<file path="src/rtl/sigdel_cic_decim.sv">
// Decimating CIC filter for a 1-bit sigma-delta bitstream.
// Integrators run at the bit rate, the combs at 1/R, and a one-entry valid/ready holding register feeds the reader.
module sigdel_cic_decim #(
  parameter int ORDER      = 3,
  parameter int DECIM_LOG2 = 5,
  parameter int ACC_W      = ORDER * DECIM_LOG2 + 1,
  parameter int OUT_W      = 16
) (
  input  logic             clk,
  input  logic             rst,
  input  logic             en,
  input  logic             bit_in,
  input  logic             bit_valid,
  output logic [OUT_W-1:0] out_data,
  output logic             out_valid,
  input  logic             out_ready,
  output logic             overrun,
  input  logic             clr_ovr
);

  logic [DECIM_LOG2-1:0] cnt;
  logic [ACC_W-1:0]      integ_q [ORDER];
  logic [ACC_W-1:0]      integ_d [ORDER];
  logic [ACC_W-1:0]      dly_q   [ORDER];
  logic [ACC_W-1:0]      comb_in [ORDER];
  logic [ACC_W-1:0]      comb_out;

  logic accept;
  logic decim_pt;
  logic ovr_set;

  assign accept   = en & bit_valid;
  assign decim_pt = accept && (cnt == {DECIM_LOG2{1'b1}});
  assign ovr_set  = decim_pt & out_valid & ~out_ready;

  // Ripple-through integrators. A single running sum keeps each stage a
  // plain function of the previous one, with no feedback through the array.
  always_comb begin
    logic [ACC_W-1:0] run;
    // NOTE: every combinational output gets a default before any conditional
    // logic; this is what keeps always_comb from inferring latches.
    run = ACC_W'(bit_in);
    for (int k = 0; k < ORDER; k++) begin
      run        = integ_q[k] + run;
      integ_d[k] = run;
    end
  end

  // Comb chain, differential delay 1 at the decimated rate.
  // comb_in[k] is the value latched into dly_q[k] at the decimation point.
  always_comb begin
    logic [ACC_W-1:0] c;
    c = integ_d[ORDER-1];
    for (int k = 0; k < ORDER; k++) begin
      comb_in[k] = c;
      c          = c - dly_q[k];
    end
    comb_out = c;
  end

  always_ff @(posedge clk) begin
    if (rst) begin
      cnt       <= '0;
      // NOTE: the filter state is a handful of registers rather than a RAM,
      // so it is cleared outright; a stale integrator would corrupt every
      // sample after reset.
      for (int k = 0; k < ORDER; k++) begin
        integ_q[k] <= '0;
        dly_q[k]   <= '0;
      end
      out_data  <= '0;
      out_valid <= 1'b0;
      overrun   <= 1'b0;
    end else begin
      // NOTE: all state updates use non-blocking assignments, so every
      // register samples pre-edge values regardless of statement order.
      if (accept) begin
        cnt <= cnt + DECIM_LOG2'(1);
        for (int k = 0; k < ORDER; k++) integ_q[k] <= integ_d[k];
      end

      if (decim_pt) begin
        for (int k = 0; k < ORDER; k++) dly_q[k] <= comb_in[k];
        out_data  <= comb_out[ACC_W-1 -: OUT_W];
        out_valid <= 1'b1;
      end else if (out_ready) begin
        out_valid <= 1'b0;
      end

      // A new overrun in the same cycle as clr_ovr takes priority.
      if (ovr_set)      overrun <= 1'b1;
      else if (clr_ovr) overrun <= 1'b0;
    end
  end

endmodule

</file>
<file path="config.mk">
export PLATFORM = sky130hd
export DESIGN_NAME = sigdel_cic_decim
export DESIGN_NICKNAME = d
export VERILOG_FILES = /design/src/rtl/sigdel_cic_decim.sv
export SDC_FILE = /design/constraint.sdc
export NUM_CORES = 1
export LEC_CHECK = 0
export CORE_MARGIN = 3
export CORE_UTILIZATION = 55
export CTS_CLUSTER_SIZE = 14
export DETAILED_ROUTE_END_ITERATION = 6
export PLACE_DENSITY = 0.81
export SLEW_MARGIN = 20
export SYNTH_ARGS = -nofsm -noshare
export SYNTH_HDL_FRONTEND = slang
export SYNTH_SLANG_ARGS = --single-unit
</file>
<file path="constraint.sdc">
create_clock -name clk -period 15.84 [get_ports clk]
set_input_delay 3.168 -clock clk [delete_from_list [all_inputs] [get_ports clk]]
set_output_delay 3.168 -clock clk [all_outputs]
set_load 0.02 [all_outputs]
</file>
==> Word level (Yosys, flattened, before mapping) <==
Memories as Yosys holds them, arrays and structs flattened.
Cells that the tools add are included.
{ "classes": {"bitwise_logic": 10, "shift": 0, "n_eq_ne": 1, "reduce_logical": 3, "order_cmp": 0, "n_mul": 0, "addsub": 7, "n_div": 0, "muxes": 18} }
{ "op_table": {"columns": ["op", "count"], "rows": [
  ["$mux 16", 6],
  ["$sub 16x16->16", 3],
  ["$add 16x16->16", 2],
  ["$add 16x1->16", 1],
  ["$mux 1", 12],
  ["$or 1x1->1", 6],
  ["$add 5x1->5 const B", 1],
  ["$eq 5x5->1 const B", 1],
  ["$reduce_bool 2->1", 2],
  ["$and 1x1->1", 3],
  ["$logic_and 1x1->1", 1],
  ["$not 1->1", 1]
]} }
{ "totals": {"rom_bits": 0, "ramBits": 96, "output_inout_bits": 18, "elab_cells": 45, "memories": 2, "latchBits": 0, "ff_bits": 23, "inputBits": 7} }
{ "memory_table": {"columns": ["memory", "depth", "word_bits", "rd", "rd_ports_with_merged_regs", "wr", "line_no", "rtl"], "rows": [
  ["dly_q", 3, 16, 3, 0, 3, "24", "logic [ACC_W-1:0] dly_q [ORDER];"],
  ["integ_q", 3, 16, 3, 0, 3, "22", "logic [ACC_W-1:0] integ_q [ORDER];"]
]} }

==> Depth between registers and ports, before layout <==
Gate-level depths: netlist (run 1).
{ "depth": {"ltp_word": 6, "mapped_depth": 38, "mapped_depth_nobuf": 38} }

==> Worst setup path after synthesis (run 1) <==
No wires, ideal clock.
{ "synth_path": {"kind": "input to register", "from": "input port bit_in", "to": "register out_data[15]", "required_time_ns": 15.715, "setup_slack_ns": 6.636, "path_stages": 34, "arrival_time_ns": 9.079, "setup_ns": 0.125, "path_buffers": 0, "path_cell_list": "ha_1 ha_1 inv_1 fa_1 inv_1 ha_1 a21o_1 a21oi_1 xor2_1 inv_1 ha_1 o21ai_0 a21oi_1 o21ai_0 a21boi_0 nor2_1 ha_1 or4_1 o22ai_1 nor2_1 o21ai_0 nand2b_1 a21o_1 a21oi_1 xnor2_1 ha_1 and4_1 nand2_1 o21ai_0 a21oi_1 a21oi_1 xor2_1 xnor2_1 o21ai_1"} }
{ "synth_lines": {"columns": ["item", "line_no", "rtl"], "rows": [
  ["start: declaration", "12", "input logic bit_in,"],
  ["end signal: assignment", "84", "out_data <= comb_out[ACC_W-1 -: OUT_W];"],
  ["end: declaration", "14", "output logic [OUT_W-1:0] out_data,"]
]} }

==> impl_results.md, run 1 <==
- Clk_skew: 0.00922 ns
- CP max stage delay: about 0.6 ns
- Final hold violations: 0
- Chip Width: approximately 130 um
- DP Cell Count: between 1000 and 1500
- Syn avg cell area: around 9.8 um2
- Grt ovf: 0
- Slew Limit Fails: 0
- Most frequent cell on the critical path: ha_1
- Synth Flop Type: edfxtp_1
- Post-synth ARST share: 0%
- Worst-Skew Late Latency: around 0.42 ns
- TritonCTS clock tree: yes
- Maximum VDD drop: approximately 0.12 mV
- Antenna-violating nets left: 0
- Endpoints failing setup: 0
- Largest net degree at the start of global routing: 49
- Clock-pin slew reported for the worst setup and hold paths after clock tree synthesis: around 0.06 ns
- Final cell count without fillers: 1040
- Worst-Margin Slew: approximately 1.1 ns
- Clock sink total: approximately 120
- Cell Rows: 43
- Internal power: between 1 and 1.5 mW
- Sw Ratio: between 40% and 50%
- Most common cell after layout, fill and taps aside: edfxtp_1
- Buffers on Ports: 24
- Setup crit end: out_data[15]
- Bufs and invs on worst path: 4
- Crit path launch: bit_in
- R2R cell count: 34
- Outcome: finished, final reports clean
- Lkg Pwr: approximately 4 nW
- Synth Net Count: 912
- Critical path's slowest cell: fa_1
- Fin crit share: between 60 and 70%
- Initial antenna violation count: 0
- Initial Util: 56.9%
- Post-CTS Setup Bufs: 0
- Clock root buffer: clkbuf_16
- Final WL: around 15000 um
- Combinational fraction of design power: 63.7%
- Post-synth top area share: 36.1%
- Cell variety after synth: 55
- CTS H-Tree Depth: 4
- CP Launch Type: input port
- Reg2reg end: out_data[15]
- Cts repair resizes: 0
- Core area: roughly 0.014 mm2
- WP data required: 16.14 ns
- DRC viols: 0
- Number of fill cells: around 1100
- Antenna Cells: 0
- Initial DRC count: 407
- Yosys warns: 0
- R2r startpoint: integ_q[0][0]
- PD cells: ~230 mW/mm2
- Top cells by area, synth: edfxtp_1 36%, ha_1 13%, dfxtp_1 5.8%
- Share of cells above drive strength 1: around 6.3%
- Number of flops mapped to enable cells by yosys: 96
- Psw: between 0.8 and 0.9 mW
- Area growth syn-to-layout: 12.9%
- Seq pwr share: between 10% and 20%
- Die Height: 127 um
- CTS Hold Buffers Added: 0
- DIE AREA: roughly 0.016 mm2
- CTS Buf Count: 17
- Gr usage total: 20.5%
- Most frequent cells in the layout: 96 x edfxtp_1, 91 x inv_1, 83 x ha_1
- Seq/Total Area, Yosys: approximately two fifths
- HP Class: reg -> reg
- I/O pins: 25
- CTS Buffer Depth: 2
- CP endpoint kind: flop
- Cells after Synth: between 800 and 900
- Post-synth top area cell: edfxtp_1
- Detailed placer's ending HPWL: around 11000 um
- Clock power share: ~19%
- Final TNS setup: 0 ns
- RD Place Congestion: ~0.86
- #FFs+latches synth: ~120
- First-pass detailed-route iteration total: 5
- Mapped cell area: ~0.008 mm2
- Worst Path Max Fanout: 5
- First-pass GRT wire length: 26900 um
- Via count: around 5900
- Worst path arrival time: around 10 ns
- Final net count: between 900 and 1000
- Vias in the first global route: between 5000 and 6000
- Rel. slew slack: ~29%
- Reg-to-reg slack, setup: between 8 and 9 ns
- WL per Instance: roughly 15 um
- RSZ-0062 raised after global routing: no
- Max-capacitance violation count: 0
- Min Tclk post-route: slightly above 10 ns
- Crit-path leading delay family: adder cells
- CP Depth: 35
- Crit path kind: in -> reg
- Peak Freq: about 0.1 GHz
- Via-to-Cell Ratio: approximately 5.7
-- cell type report --
cell class | instances | area [um2] | share of cell area, %
well taps | 180 | 225 | 2.50
inverters | 92 | 345 | 3.83
clock buffers | 27 | 566 | 6.27
repair buffers | 28 | 270 | 3.00
flip-flops and latches | 119 | 3340 | 37.1
multi-input cells | 589 | 4240 | 47.0
clock inverters | 5 | 27.5 | 0.305
-- power by group through the flow --
stage	combinational [mW]	clock [mW]	sequential, mW
after floorplan	1.05	0	0.368
after global placement	1.25	0	0.369
after detailed placement	1.27	0	0.370
after CTS	1.30	0.383	0.364
after global routing	1.47	0.397	0.366
final	1.31	0.379	0.364
-- tightest hold or removal path: cells and delay by family (launching register included) --
kind	cells	cell delay, ns
flops	1	0.32
simple gates	1	0.05
compound gates	1	0.05
-- synth_stat cells, drive strengths merged (12+ instances only) --
cell type,instances
a21o,15
a21oi,37
and2,32
and3,27
clkbuf,17
dfxtp,23
edfxtp,96
ha,83
inv,92
nand2,46
nand2b,12
nand3,16
nor2,77
nor2b,13
o21ai,46
xnor2,49
xor2,29
-- state kept, by name, summed over array words and instances, names as in the netlist --
name	flops
out_valid	1
dly_q	48
integ_q	48
overrun	1
cnt	5
out_data	16
-- worst min-delay path by stage --
stage                         to    startpoint  depth (start not counted)  slack (ns)
finish               out_data[3]   out_data[3]                          2        0.45
global route        out_data[12]  out_data[12]                          2        0.48
CTS                  out_data[3]   out_data[3]                          2        0.45
detailed placement   out_data[3]   out_data[3]                          2        0.44
global placement     out_data[7]   out_data[7]                          2        0.43
floorplan                 cnt[4]        cnt[4]                          2        0.44
-- per-layer routing --
layer	global-route usage, %	wire, um
met4	8.45	264
met3	3.79	646
met2	33.7	7350
met5	0	0
met1	26.7	7090
-- per-stage QoR --
stage	hold WS, ns	setup WS [ns]	power, mW	instance area [um2]	util (%)
4_1_cts	0.453	5.72	2.04	9020	64.2
6_report	0.449	5.70	2.05	9020	64.2
3_3_place_gp	0.434	5.50	1.62	8430	60.0
2_1_floorplan	0.441	6.64	1.41	7990	-
5_1_grt	0.478	5.05	2.23	9020	64.2
3_5_place_dp	0.440	5.38	1.64	8430	60.0
-- logic make-up after synthesis --
group | Yosys count | share of synthesized area (%)
XOR/XNOR | 80 | 9.22
AO/OA/AOI/OAI | 164 | 13.4
AND/OR/NAND/NOR | 257 | 16.2
adder cells (fa/ha/maj) | 88 | 14.3
flip-flops | 119 | 41.8
buffers and inverters | 109 | 5.12
Note: power is estimated with default switching activity, not from simulation.
==> inputs of run 2 (changes only) <==
- clock period: 15.84 -> 10.25 ns (I/O delays scaled with it)
==> run 2 against run 1 <==
  * Sequential share of layout area is essentially flat
  * Utilization barely moved
  * Combinational power rose by 53%
  * First-iteration DRC count decreased by 6.9%
  * Final cell count is the same
  * Final area barely moved
  * Register-to-register slack worse by 5.6 ns
  * Flip-flop and latch count unchanged
==> impl_results.md, run 2 (same netlist as run 1, synthesis figures left out) <==
- Rel. slew slack: 29.2% (was 29.4%)
- Lkg Pwr: 3.97 nW (was 3.98 nW)
- CP endpoint kind: flop (unchanged)
- CTS Buffer Depth: 2 (unchanged)
- Top Registers: dly_q x48, integ_q x48, out_data x16 (unchanged)
- Final WL: 15500 um (was 15400 um)
- Fin crit share: between 80% and 90%
- TritonCTS clock tree: yes (unchanged)
- First-pass detailed-route iteration total: 5 (unchanged)
- Via count: 5817 (was 5876)
- Combinational fraction of design power: 63.7% (about the same)
- Initial Util: 56.9% (unchanged)
- Sw Ratio: 42.6% (was 42.7%)
- Final net count: 942 (unchanged)
- Buffers on Ports: 24 (unchanged)
- Maximum VDD drop: 0.186 mV (was 0.120 mV)
- CTS Hold Buffers Added: 0 (unchanged)
- Slew Limit Fails: 0 (unchanged)
- Seq pwr share: 17.8% (about the same)
- Outcome: finished, final reports clean (unchanged)
- Clock power share: 18.5% (about the same)
- RSZ-0062 raised after global routing: no (unchanged)
- Psw: 1.35 mW (was 0.876 mW)
- Worst path arrival time: 9.32 ns (was 10.44 ns)
- Initial DRC count: 379 (was 407)
- R2r startpoint: integ_q[0][0] (unchanged)
- Endpoints failing setup: 0 (unchanged)
- Worst setup margin: 1.22 ns (was 5.70 ns)
- Hold EP: out_data[3] (unchanged)
- DIE AREA: 0.0160 mm2 (unchanged)
- HP Class: reg -> reg (unchanged)
- Clk_skew: 0.00617 ns (was 0.00922 ns)
- Critical path's slowest cell: clkdlybuf4s50_1 (was fa_1)
- Cell Rows: 43 (unchanged)
- Internal power: 1.81 mW (was 1.17 mW)
- Share of cells above drive strength 1: 6.05% (was 6.28%)
- RD Place Congestion: 0.864 (about the same)
- Worst Path Max Fanout: 5 (unchanged)
- Core area: 0.0140 mm2 (unchanged)
- CP Launch Type: input port (unchanged)
- Peak Freq: between 0.1 and 0.15 GHz
- WL per Instance: 14.9 um (was 14.8 um)
- Antenna Cells: 0 (unchanged)
- Worst-Margin Slew: 1.06 ns (about the same)
- Clock sink total: 119 (unchanged)
- Final TNS setup: 0 ns (unchanged)
- Largest net degree at the start of global routing: 49 (unchanged)
- Crit-path leading delay family: compound AO/OA/AOI/OAI gates (was adder cells)
- Crit path kind: in -> reg (unchanged)
- Clock-pin slew reported for the worst setup and hold paths after clock tree synthesis: 0.05 ns (was 0.06 ns)
- Pre-CTS setup slack: 0.939 ns (was 5.38 ns)
- DP Cell Count: 1008 (unchanged)
- Die Height: 127 um (unchanged)
- CTS H-Tree Depth: 4 (unchanged)
- Most frequent cell on the critical path: ha_1 (unchanged)
- Vias in the first global route: 5727 (was 5829)
- Detailed placer's ending HPWL: 10600 um (about the same)
- WP data required: 10.54 ns (was 16.14 ns)
- I/O pins: 25 (unchanged)
- PD cells: 350 mW/mm2 (was 227 mW/mm2)
- Most frequent cells in the layout: 96 x edfxtp_1, 91 x inv_1, 83 x ha_1 (unchanged)
- Reg-to-reg slack, setup: 2.87 ns (was 8.46 ns)
- Total power: 3.16 mW (was 2.05 mW)
- Hold Path Origin: out_data[3] (unchanged)
- Via-to-Cell Ratio: 5.59 (was 5.65)
- Area growth syn-to-layout: 12.9% (about the same)
- Bufs and invs on worst path: 3 (was 4)
- Final hold violations: 0 (unchanged)
- First-pass GRT wire length: 26900 um (about the same)
- Antenna-violating nets left: 0 (unchanged)
- CP max stage delay: 0.43 ns (was 0.60 ns)
- Post-CTS Setup Bufs: 0 (unchanged)
- Final cell count without fillers: 1040 (unchanged)
- Number of fill cells: 1060 (was 1106)
- Most common cell after layout, fill and taps aside: edfxtp_1 (unchanged)
- Chip Width: 127 um (unchanged)
- R2R cell count: 36 (was 34)
- Initial antenna violation count: 0 (unchanged)
- DRC viols: 0 (unchanged)
- Hold depth: 2 (unchanged)
- Worst-Skew Late Latency: 0.42 ns (about the same)
- Max-capacitance violation count: 0 (unchanged)
- Reg2reg end: out_data[15] (unchanged)
- CTS Buf Count: 17 (unchanged)
- Grt ovf: 0 (unchanged)
- Min Tclk post-route: about 9.0 ns
- Gr usage total: 20.4% (was 20.5%)
- Clock root buffer: clkbuf_16 (unchanged)
- Cts repair resizes: 0 (unchanged)
## run 2: worst max-delay path by stage
stage,from,endpoint,slack (ns),cells past startpoint
after detailed placement,bit_in,out_data[15],0.94,35
after CTS,bit_in,out_data[15],1.32,37
after floorplan,bit_in,out_data[15],2.16,34
after global routing,bit_in,out_data[15],0.59,35
after global placement,bit_in,out_data[15],1.03,35
final,bit_in,out_data[15],1.22,37
## run 2: layer usage
| metal | track usage, % | vias up | wire length, um |
|---|---|---|---|
| met5 | 0 | - | 0 |
| met4 | 7.63 | 0 | 235 |
| met3 | 3.58 | 22 | 684 |
| met2 | 33.7 | 127 | 7410 |
| met1 | 27.0 | 2750 | 7190 |
| li1 | - | 2918 | - |
## run 2: area by class of cell
class | count | area, um2 | area share, %
multi-input combinational | 589 | 4240 | 47.0
sequential | 119 | 3340 | 37.1
clock buffer | 26 | 564 | 6.25
inverter | 92 | 345 | 3.83
timing repair buffer | 28 | 270 | 3.00
tap | 180 | 225 | 2.50
clock inverter | 6 | 31.3 | 0.347
## run 2: worst register-to-register path: cells and delay by family (launching register included)
kind	cells	cell delay [ns]
DFF	1	0.41
buffers and inverters	2	0.12
adders and majority gates	7	2.01
AOI/OAI and AO/OA	13	2.47
xor gates and xnor gates	5	0.79
and+or+nand+nor	9	1.49
## run 2: through the flow
step / hold WS (ns) / cell area [um2] / util, %
after floorplan: 0.441 / 7990 / -
after global placement: 0.434 / 8430 / 60.0
after detailed placement: 0.440 / 8430 / 60.0
after CTS: 0.453 / 9020 / 64.3
after global routing: 0.480 / 9020 / 64.3
final: 0.449 / 9020 / 64.3
## run 2: power groups by stage
| stage | combinational (mW) | clock (mW) | sequential [mW] |
|---|---|---|---|
| after floorplan | 1.62 | 0 | 0.568 |
| after global placement | 1.93 | 0 | 0.571 |
| after detailed placement | 1.97 | 0 | 0.572 |
| after CTS | 2.00 | 0.594 | 0.562 |
| after global routing | 2.27 | 0.617 | 0.565 |
| final | 2.01 | 0.585 | 0.562 |
